<file path="src/rtl/if_pc_fetch_pkg.sv">
// Shared constants, state encoding and payload types for the IF-stage fetch unit.
package if_pc_fetch_pkg;

  localparam int unsigned XLEN = 32;

  localparam logic [XLEN-1:0] NOP_INST         = 32'h0000_0013;
  localparam logic [XLEN-1:0] RESET_PC_DEFAULT = 32'h0000_0000;
  localparam logic [XLEN-1:0] PC_STEP          = 32'h0000_0004;
  localparam logic [XLEN-1:0] ALIGN_MASK       = 32'h0000_0003;

  typedef enum logic [1:0] {
    S_RESET = 2'd0,
    S_REQ   = 2'd1,
    S_WAIT  = 2'd2,
    S_DROP  = 2'd3
  } fetch_state_e;

  // Instruction word paired with the address it was fetched from.
  typedef struct packed {
    logic [XLEN-1:0] inst;
    logic [XLEN-1:0] pc;
  } fetch_rsp_t;

  // Redirect targets are forced onto a word boundary.
  function automatic logic [XLEN-1:0] align_pc(input logic [XLEN-1:0] addr);
    return addr & ~ALIGN_MASK;
  endfunction

endpackage

</file>
<file path="src/rtl/if_inst_buf.sv">
// IF/ID instruction holding register: loads on a response, drains when decode takes it.
module if_inst_buf
  import if_pc_fetch_pkg::*;
(
  input  logic            clk,
  input  logic            rst_n,
  input  logic            load,
  input  logic            clear,
  input  logic            stall,
  input  fetch_rsp_t      rsp,
  output logic            valid,
  output logic [XLEN-1:0] inst,
  output logic [XLEN-1:0] pc
);

  // Clear (redirect) beats load; a held instruction drains once decode is not stalled.
  always_ff @(posedge clk or negedge rst_n) begin
    if (!rst_n) begin
      valid <= 1'b0;
      inst  <= NOP_INST;
      pc    <= '0;
    end else if (clear) begin
      valid <= 1'b0;
    end else if (load) begin
      valid <= 1'b1;
      inst  <= rsp.inst;
      pc    <= rsp.pc;
    end else if (valid && !stall) begin
      valid <= 1'b0;
    end
  end

endmodule

</file>
<file path="src/rtl/if_pc_fetch.sv">
// Instruction-fetch stage: single-outstanding imem requester with EX-stage redirect and flush.
module if_pc_fetch
  import if_pc_fetch_pkg::*;
#(
  parameter logic [XLEN-1:0] RESET_PC = RESET_PC_DEFAULT
) (
  input  logic            clk,
  input  logic            rst_n,
  input  logic            i_jump_flag,
  input  logic [XLEN-1:0] i_jump_addr,
  input  logic            i_stall,
  output logic            o_imem_req,
  output logic [XLEN-1:0] o_imem_addr,
  input  logic            i_imem_gnt,
  input  logic            i_imem_rvalid,
  input  logic [XLEN-1:0] i_imem_rdata,
  output logic            o_inst_valid,
  output logic [XLEN-1:0] o_inst,
  output logic [XLEN-1:0] o_inst_pc,
  output logic            o_flush
);

  fetch_state_e    state_q, state_d;
  logic [XLEN-1:0] pc_q, pc_d;
  logic [XLEN-1:0] req_pc_q, req_pc_d;
  logic            handshake;
  logic            buf_load;
  logic            buf_clear;
  fetch_rsp_t      rsp;

  assign o_imem_addr = pc_q;
  assign rsp         = '{inst: i_imem_rdata, pc: req_pc_q};

  always_ff @(posedge clk or negedge rst_n) begin
    if (!rst_n) begin
      state_q  <= S_RESET;
      pc_q     <= RESET_PC;
      req_pc_q <= RESET_PC;
    end else begin
      state_q  <= state_d;
      pc_q     <= pc_d;
      req_pc_q <= req_pc_d;
    end
  end

  always_comb begin
    state_d    = state_q;
    pc_d       = pc_q;
    req_pc_d   = req_pc_q;
    handshake  = 1'b0;
    buf_load   = 1'b0;
    buf_clear  = 1'b0;
    o_imem_req = 1'b0;
    o_flush    = 1'b0;

    unique case (state_q)
      S_RESET: begin
        state_d = S_REQ;
        pc_d    = RESET_PC;
      end
      S_REQ: begin
        // Back-pressure: no new fetch while decode is sitting on an unconsumed word.
        o_imem_req = !(o_inst_valid && i_stall);
        handshake  = o_imem_req && i_imem_gnt;
        if (handshake) begin
          req_pc_d = pc_q;
          pc_d     = pc_q + PC_STEP;
          state_d  = S_WAIT;
        end
      end
      S_WAIT: begin
        if (i_imem_rvalid) begin
          buf_load = 1'b1;
          state_d  = S_REQ;
        end
      end
      S_DROP: begin
        if (i_imem_rvalid) begin
          state_d = S_REQ;
        end
      end
      default: state_d = S_RESET;
    endcase

    // Redirect overrides stall, grant and response; an in-flight fetch is drained in S_DROP.
    if (i_jump_flag && (state_q != S_RESET)) begin
      o_flush   = 1'b1;
      buf_clear = 1'b1;
      buf_load  = 1'b0;
      pc_d      = align_pc(i_jump_addr);
      if (state_q == S_REQ) begin
        state_d = handshake ? S_DROP : S_REQ;
      end else if (state_q == S_WAIT) begin
        state_d = i_imem_rvalid ? S_REQ : S_DROP;
      end
    end
  end

  if_inst_buf u_inst_buf (
    .clk   (clk),
    .rst_n (rst_n),
    .load  (buf_load),
    .clear (buf_clear),
    .stall (i_stall),
    .rsp   (rsp),
    .valid (o_inst_valid),
    .inst  (o_inst),
    .pc    (o_inst_pc)
  );

endmodule

</file>
<file path="config.mk">
export PLATFORM = sky130hd
export DESIGN_NAME = if_pc_fetch
export DESIGN_NICKNAME = d
export VERILOG_FILES = /design/src/rtl/if_pc_fetch_pkg.sv /design/src/rtl/if_inst_buf.sv /design/src/rtl/if_pc_fetch.sv
export SDC_FILE = /design/constraint.sdc
export NUM_CORES = 1
export LEC_CHECK = 0
export ABC_AREA = 1
export CAP_MARGIN = 25
export CELL_PAD_IN_SITES_DETAIL_PLACEMENT = 1
export CELL_PAD_IN_SITES_GLOBAL_PLACEMENT = 1
export CORE_MARGIN = 5
export CORE_UTILIZATION = 39
export CTS_BUF_LIST = sky130_fd_sc_hd__clkbuf_2 sky130_fd_sc_hd__clkbuf_4 sky130_fd_sc_hd__clkbuf_8
export DETAILED_ROUTE_END_ITERATION = 10
export GPL_ROUTABILITY_DRIVEN = 0
export PLACE_DENSITY = 0.94
export RECOVER_POWER = 25
export SYNTH_ARGS = -nofsm -noshare
export SYNTH_HDL_FRONTEND = slang
export SYNTH_SLANG_ARGS = --single-unit
export TNS_END_PERCENT = 1
</file>
<file path="constraint.sdc">
create_clock -name clk -period 2.21 [get_ports clk]
set_input_delay 0.5525 -clock clk [delete_from_list [all_inputs] [get_ports clk]]
set_output_delay 0.5525 -clock clk [all_outputs]
set_load 0.005 [all_outputs]
</file>
# Yosys cells after proc, flatten, opt, wreduce, memory -nomap -nowiden
# Cells that the tools add are included.
[totals]
regBits = 131
latchBits = 0
ram_bits = 0
mem_bits_ro = 0
elab_cells = 46
mem_count = 0
[classes]
add_sub_neg = 1
mul = 0
n_div = 0
order_cmp = 0
n_eq_ne = 4
shifts = 0
n_mux = 20
n_bitwise = 1
reduce_logical = 14
[ops]
columns = ["op", "n"]
rows = [
  ["32-bit 2-to-1 mux", 2],
  ["32-bit one-hot mux with 2 select lines", 1],
  ["32-bit by 3-bit adder with 32-bit output (second input constant)", 1],
  ["2-bit 2-to-1 mux", 7],
  ["1-bit 2-to-1 mux", 9],
  ["2-bit one-hot mux with 3 select lines", 1],
  ["2-bit AND reduction", 3],
  ["3-bit nonzero test", 2],
  ["2-bit equality test (second input constant)", 2],
  ["1-bit logical AND", 4],
  ["3-bit inequality test (second input constant)", 1],
  ["2-bit by 1-bit equality test with 1-bit output (second input constant)", 1],
  ["1-bit logical NOT", 2],
  ["2-bit logical NOT", 1],
  ["2-bit nonzero test", 1],
  ["2-bit OR reduction", 1],
  ["1-bit inverter", 1],
]

# Longest topological paths before layout
# Gate-level depths: netlist (run 1).
[depth]
ltp_word = 8
depth_mapped = 9

# Modules after synthesis
# Synthesis (run 1) repeated with hierarchy kept, for this count alone.
[hier_totals]
cells_unflattened = 746
area_unflattened_um2 = 6045.8
[modules_own_cells]
columns = ["mod", "n_inst", "cells_per_inst", "area_each_um2"]
rows = [
  ["if_pc_fetch", 1, 464, 3438.3],
  ["if_inst_buf", 1, 282, 2607.5],
]

# Worst setup path after synthesis (run 1)
# No wires, ideal clock.
[synth_timing]
kind = "reg-to-output"
start = "register state_q[0]"
end = "output o_flush"
t_arrival_ns = 0.967
slack_ns = 0.690
stages_incl_launch_ff = 4
path_buffers = 1
cell_sequence = "dfrtp_1 > o21ai_0 > inv_1 > buf_2"
[synth_between]
elab_chain_cells = 3
[synth_rtl]
columns = ["item", "line", "text"]
rows = [
  ["from (decl)", "if_pc_fetch.sv:23", "fetch_state_e state_q, state_d;"],
  ["from (signal assigned)", "if_pc_fetch.sv:40", "state_q <= state_d;"],
  ["2-bit nonzero test", "if_pc_fetch.sv:86", "if (i_jump_flag && (state_q != S_RESET)) begin"],
  ["1-bit logical AND", "if_pc_fetch.sv:86", ""],
  ["1-bit 2-to-1 mux", "if_pc_fetch.sv:86", ""],
  ["to (decl)", "if_pc_fetch.sv:20", "output logic o_flush"],
]
# No other way between the ends.

# Worst setup path in the final report (run 1)
[layout_timing]
start = "register pc_q[24] (netlist: o_imem_addr[24])"
end = "output o_imem_addr[24]"
[layout_lines]
columns = ["item", "line", "text"]
rows = [
  ["from (decl)", "if_pc_fetch.sv:24", "logic [XLEN-1:0] pc_q, pc_d;"],
  ["from (signal assigned)", "if_pc_fetch.sv:41", "pc_q <= pc_d;"],
  ["to (decl)", "if_pc_fetch.sv:13", "output logic [XLEN-1:0] o_imem_addr,"],
]
# No word-level cell between the ends.

==> impl_metrics.env, run 1 <==
export IMPL_status="completed"
export IMPL_diodes=0
export IMPL_rsz0062_at_grt="no"
export IMPL_final_common_cell="clkdlybuf4s50_1"
export IMPL_critical_path_class="flip-flop to output pin"
export IMPL_fin_crit_ps=2160
export IMPL_tritoncts="done"
export IMPL_numCtsBuffers=17
export IMPL_cp_top_family="buffers and inverters"
export IMPL_path_max_fanout=7
export IMPL_grt_max_degree=62
export IMPL_root_buffer="clkbuf_8"
export IMPL_htreeDepth=4
export IMPL_wl_per_cell_um=19.1
export IMPL_vias=5295
export IMPL_clk_path_buf_depth=2
export IMPL_clk_pin_slew_ps=80
export IMPL_maxSlewHeadroom_pct=43.9
export IMPL_max_cap_viol_count=0
export IMPL_max_stage_delay_ps=590
export IMPL_ys_types=33
export IMPL_synth_area_leaders="dfrtp_1 (52%), nand2_1 (10%), o21ai_0 (6.6%)"
export IMPL_start_util_pct=40.0
export IMPL_p_leak_uw=0.00359
export IMPL_power_density_nw_per_um2=1120
export IMPL_start_kind="flip-flop"
export IMPL_worst_clock_skew_ps=10.1
export IMPL_synthDominantCellAreaShare_pct=52.4
export IMPL_layout_drive_gt1_share_pct=13.0
export IMPL_syn_cell_area_um2=5830
export IMPL_finalSetupViolCount=0
export IMPL_drc_errors=0
export IMPL_dp_cells=995
export IMPL_grt_overflow=0
export IMPL_firstDrtPassIters=4
export IMPL_slowest_stage="clkdlybuf4s50_1"
export IMPL_finalCritPeriodShare_pct=97.8
export IMPL_fp_dieArea_um2=17500
export IMPL_antenna_found_initial=0
export IMPL_max_freq_mhz=463
export IMPL_ys_seq_area_share_pct=53.7
export IMPL_slew_violations=0
export IMPL_cp_required_ps=1660
export IMPL_synthCells=661
export IMPL_nets=905
export IMPL_antenna_left=0
export IMPL_fin_hold_ws_ps=483
export IMPL_grt_pass1_vias=5748
export IMPL_utilization_pct=55.7
export IMPL_synth_avg_cell_area_um2=8.82
export IMPL_critPathArrivalTime_ps=1610
export IMPL_tightestPinTransition_ps=842
export IMPL_crit_chain="clkdlybuf4s50_1"
export IMPL_portBuffers=162
export IMPL_worst_path_buf_inv=1
export IMPL_clk_latency_ps=450
export IMPL_grt_pass1_wl_mm=31.8
export IMPL_setup_tns_ps=0
export IMPL_fp_dieH_um=132
export IMPL_die_x_um=132
export IMPL_holdCritPathClass="flip-flop to flip-flop"
export IMPL_finalHoldViolCount=0
export IMPL_final_cells=1031
export IMPL_clock_sinks=125
export IMPL_final_cell_mix="clkdlybuf4s50_1 (159), nand2_1 (158), dfrtp_1 (121)"
export IMPL_via_per_inst=5.14
export IMPL_synth_top_cell_by_area="dfrtp_1"
export IMPL_core_area_um2=14600
export IMPL_rows=44
export IMPL_drtIter0Drc=283
export IMPL_worstSetupEndpointType="output pin"
export IMPL_area_delta_synth_final_pct=39.3
export IMPL_dpl_hpwl_mm=14.1
export IMPL_grt_total_usage_pct=22.8
export IMPL_yosysWarnings=0
export IMPL_io_pins=169
export IMPL_ys_seq_elements=125
export IMPL_wl_mm=19.7
export IMPL_irDropWorstVdd_v=0.000431
final timing paths:
path	startpoint	to	slack, ps	cells after the start
worst max-delay path	o_imem_addr[24]$_DFFE_PN0P_	o_imem_addr[24]	50	1
worst min-delay path	u_inst_buf.pc[29]$_DFFE_PN0P_	u_inst_buf.pc[29]$_DFFE_PN0P_	480	2
worst max register to register	o_imem_addr[3]$_DFFE_PN0P_	o_imem_addr[24]$_DFFE_PN0P_	410	9
worst min register to register	u_inst_buf.pc[29]$_DFFE_PN0P_	u_inst_buf.pc[29]$_DFFE_PN0P_	480	2
max in group asynchronous	rst_n	state_q[0]$_DFF_PN0_	390	3
min in group asynchronous	rst_n	u_inst_buf.pc[6]$_DFFE_PN0P_	550	2
cells by family (layout without fill, tap and decap cells):
logic type | Yosys count | in the layout | synth area share (%)
compound gates | 134 | 134 | 12.5
fa+ha+maj | 1 | 1 | 0.215
buf+inv | 97 | 280 | 7.51
flops | 125 | 125 | 53.7
mux | 32 | 32 | 6.18
other cells | 1 | 4 | 0.0643
simple gates | 271 | 271 | 19.8
where the power goes:
group,total (uW),leakage [uW],switching [uW],internal [uW]
combinational,3160,0.00180,1420,1750
sequential,3810,0.00157,649,3160
clock,2150,0.000220,918,1230
worst reg2reg max path, delay by kind of cell, from the launching register on:
family / cells / cell delay (ps)
fa+ha+maj: 1 / 200
simple gates: 7 / 970
flops: 1 / 440
compound gates: 1 / 120
synth_stat cells, drive strengths merged:
master and number:
inv 66, dfrtp 122, nor3 3, ha 1, o211ai 1, clkbuf 8
and2 1, nand3 31, o21a 2, a31oi 3, a22oi 4, nand4 1
nor2 71, dfstp 3, mux2 32, buf 23, conb 1, o21ai 81
a21oi 43, or2 2, nand2 162
cell type report:
cell class / count / area [um2]
fill: 1710 / 6470
sequential: 125 / 3130
multi-input combinational: 442 / 2290
timing repair buffer: 182 / 1790
clock buffer: 27 / 347
inverter: 66 / 250
tap: 184 / 230
clock inverter: 5 / 77.6
what timing repair did:
action | 4_1_cts | 5_1_grt
endpoints found under the setup margin | 2 | 1
pin swaps | 1 | 0
hold buffers | 1 | 0
resized for setup | 7 | 0
setup buffers | 2 | 1
endpoints found under the hold margin | 5 | 0
through the flow:
step                setup WS [ps]  power (uW)  instance area [um2]
floorplan                     690        4910                 5840
finish                       48.9        9120                 8120
global route                 10.8        9670                 8120
detailed placement           -266        6980                 7680
global placement             -217        6720                 7680
CTS                          24.3        9210                 8140
routing by layer:
| metal | global-route usage (%) | wire length [um] | vias to the layer above |
|---|---|---|---|
| met2 | 39.6 | 10100 | 183 |
| li1 | - | - | 2465 |
| met5 | 0 | 0 | - |
| met1 | 28.2 | 8140 | 2616 |
| met4 | 8.94 | 482 | 0 |
| met3 | 4.01 | 975 | 31 |
sequential cells by signal, summed over array words and instances (netlist names):
signal / count
o_imem_addr: 30
req_pc_q: 30
state_q: 2
u_inst_buf.inst: 32
u_inst_buf.pc: 30
u_inst_buf.valid: 1
No activity file was read; power rests on OpenSTA's default activity.
==> run 2, diff against run 1 <==
--- a/config.mk
+++ b/config.mk
@@ -14,7 +14,7 @@
 export CTS_BUF_LIST = sky130_fd_sc_hd__clkbuf_2 sky130_fd_sc_hd__clkbuf_4 sky130_fd_sc_hd__clkbuf_8
 export DETAILED_ROUTE_END_ITERATION = 10
 export GPL_ROUTABILITY_DRIVEN = 0
-export PLACE_DENSITY = 0.94
+export PLACE_DENSITY_LB_ADDON = 0.1
 export RECOVER_POWER = 25
 export SYNTH_ARGS = -nofsm -noshare
 export SYNTH_HDL_FRONTEND = slang
==> run 2 against run 1 <==
Compared with the run above:
- global-route usage fell by 2.0 points
- sequential power fell by 1%
- utilization is 0.23 points lower
==> impl_metrics.env, run 2 (synthesis results as in run 1) <==
export IMPL_start_kind="flip-flop"
export IMPL_fp_dieArea_um2=17500
export IMPL_reg2reg_to="o_imem_addr[24]$_DFFE_PN0P_"
export IMPL_rsz0062_at_grt="no"
export IMPL_multiInputGateArea_um2=2290
export IMPL_power_uw=8920
export IMPL_io_pins=169
export IMPL_use_met3_pct=4.77
export IMPL_grt_total_usage_pct=20.8
export IMPL_antenna_found_initial=0
export IMPL_start_util_pct=40.0
export IMPL_reg2reg_depth=9
export IMPL_fp_dieH_um=132
export IMPL_worst_clock_skew_ps=10.6
export IMPL_crit_end="o_imem_addr[29]"
export IMPL_diodes=0
export IMPL_grt_pass1_vias=5597
export IMPL_slowest_stage="clkdlybuf4s50_1"
export IMPL_top_usage_layer="met2"
export IMPL_firstDrtPassIters=4
export IMPL_max_stage_delay_ps=590
export IMPL_ctsHoldBuffers=0
export IMPL_utilization_pct=55.4
export IMPL_finalSetupViolCount=0
export IMPL_max_cap_viol_count=0
export IMPL_drc_errors=0
export IMPL_slew_violations=0
export IMPL_largest_register_ffs=32
export IMPL_power_density_nw_per_um2=1100
export IMPL_p_leak_uw=0.00355
export IMPL_met1_usage_pct=26.9
export IMPL_tritoncts="done"
export IMPL_maxSlewHeadroom_pct=39.2
export IMPL_clk_latency_ps=450
export IMPL_grt_overflow=0
export IMPL_layout_drive_gt1_share_pct=12.4
export IMPL_regArea_um2=3130
export IMPL_dpl_hpwl_mm=13.2
export IMPL_area_delta_synth_final_pct=38.7
export IMPL_top_register="u_inst_buf.inst"
export IMPL_tightestPinTransition_ps=912
export IMPL_setup_tns_ps=0
export IMPL_final_common_cell="clkdlybuf4s50_1"
export IMPL_root_buffer="clkbuf_8"
export IMPL_critPathArrivalTime_ps=1560
export IMPL_grt_pass1_wl_mm=29.5
export IMPL_fin_crit_ps=2120
export IMPL_crit_cells=1
export IMPL_cp_required_ps=1660
export IMPL_fill_cells=1693
export IMPL_finalCritPeriodShare_pct=95.7
export IMPL_r2r_slack_ps=440
export IMPL_via_per_inst=5.01
export IMPL_post_cts_setup_buffer_count=0
export IMPL_critical_path_class="flip-flop to output pin"
export IMPL_wl_per_cell_um=17.2
export IMPL_rr_startpoint="o_imem_addr[2]$_DFFE_PN0P_"
export IMPL_status="completed"
export IMPL_crit_start="o_imem_addr[29]$_DFFE_PN0P_"
export IMPL_max_freq_mhz=473
export IMPL_antenna_left=0
export IMPL_rows=44
export IMPL_wl_mm=17.6
export IMPL_core_area_um2=14600
export IMPL_finalHoldViolCount=0
export IMPL_path_max_fanout=7
export IMPL_met2_usage_pct=34.8
export IMPL_final_cell_mix="clkdlybuf4s50_1 (159), nand2_1 (158), dfrtp_1 (122)"
export IMPL_irDropWorstVdd_v=0.000363
export IMPL_grt_max_degree=62
export IMPL_nets=900
export IMPL_cp_top_family="buffers and inverters"
export IMPL_crit_chain="clkdlybuf4s50_1"
export IMPL_clk_pin_slew_ps=80
export IMPL_worst_path_buf_inv=1
export IMPL_numCtsBuffers=17
export IMPL_clock_sinks=125
export IMPL_vias=5144
export IMPL_die_x_um=132
export IMPL_holdCritPathClass="primary input to asynchronous set/reset pin"
export IMPL_htreeDepth=4
export IMPL_portBuffers=162
export IMPL_worstSetupEndpointType="output pin"
export IMPL_clk_path_buf_depth=2
export IMPL_drtIter0Drc=237
[run 2: metrics by stage]
| step | cells | instance area, um2 | worst slack (ps) | hold WS (ps) |
|---|---|---|---|---|
| global placement | 994 | 7700 | -235 | 468 |
| finish | 1026 | 8090 | 94.7 | 203 |
| detailed placement | 994 | 7700 | -209 | 473 |
| floorplan | 664 | 5840 | 690 | 257 |
| global route | 1026 | 8090 | 32.8 | 266 |
| CTS | 1026 | 8120 | 43.2 | 53.0 |
[run 2: worst min-delay path by stage]
| stage | from | to |
|---|---|---|
| 2_1_floorplan | rst_n | o_imem_addr[10]$_DFFE_PN0P_ |
| 3_3_place_gp | u_inst_buf.pc[20]$_DFFE_PN0P_ | u_inst_buf.pc[20]$_DFFE_PN0P_ |
| 3_5_place_dp | u_inst_buf.pc[2]$_DFFE_PN0P_ | u_inst_buf.pc[2]$_DFFE_PN0P_ |
| 4_1_cts | rst_n | u_inst_buf.inst[9]$_DFFE_PN0P_ |
| 5_1_grt | rst_n | u_inst_buf.inst[25]$_DFFE_PN0P_ |
| 6_report | rst_n | u_inst_buf.inst[25]$_DFFE_PN0P_ |
[run 2: report_power, final]
part	total (uW)	internal, uW	switching [uW]
combinational	3030	1730	1300
sequential	3770	3160	618
clock	2110	1140	966
[run 2: final cells by class]
| cell class | count | share of cell area, % |
|---|---|---|
| inverter | 66 | 3.09 |
| clock buffer | 19 | 3.08 |
| tap | 184 | 2.85 |
| multi-input combinational | 442 | 28.3 |
| sequential | 125 | 38.7 |
| timing repair buffer | 177 | 21.9 |
| clock inverter | 13 | 2.07 |
[run 2: metal layers]
layer	wire length (um)	share of wire [%]
met1	7890	45
met2	8620	49
met4	248	1.4
met5	0	0
met3	871	4.9
[run 2: what timing repair did]
item                                    in CTS  in global routing
resized for setup                            3                  1
cloned                                       0                  0
endpoints found under the setup margin       2                  1
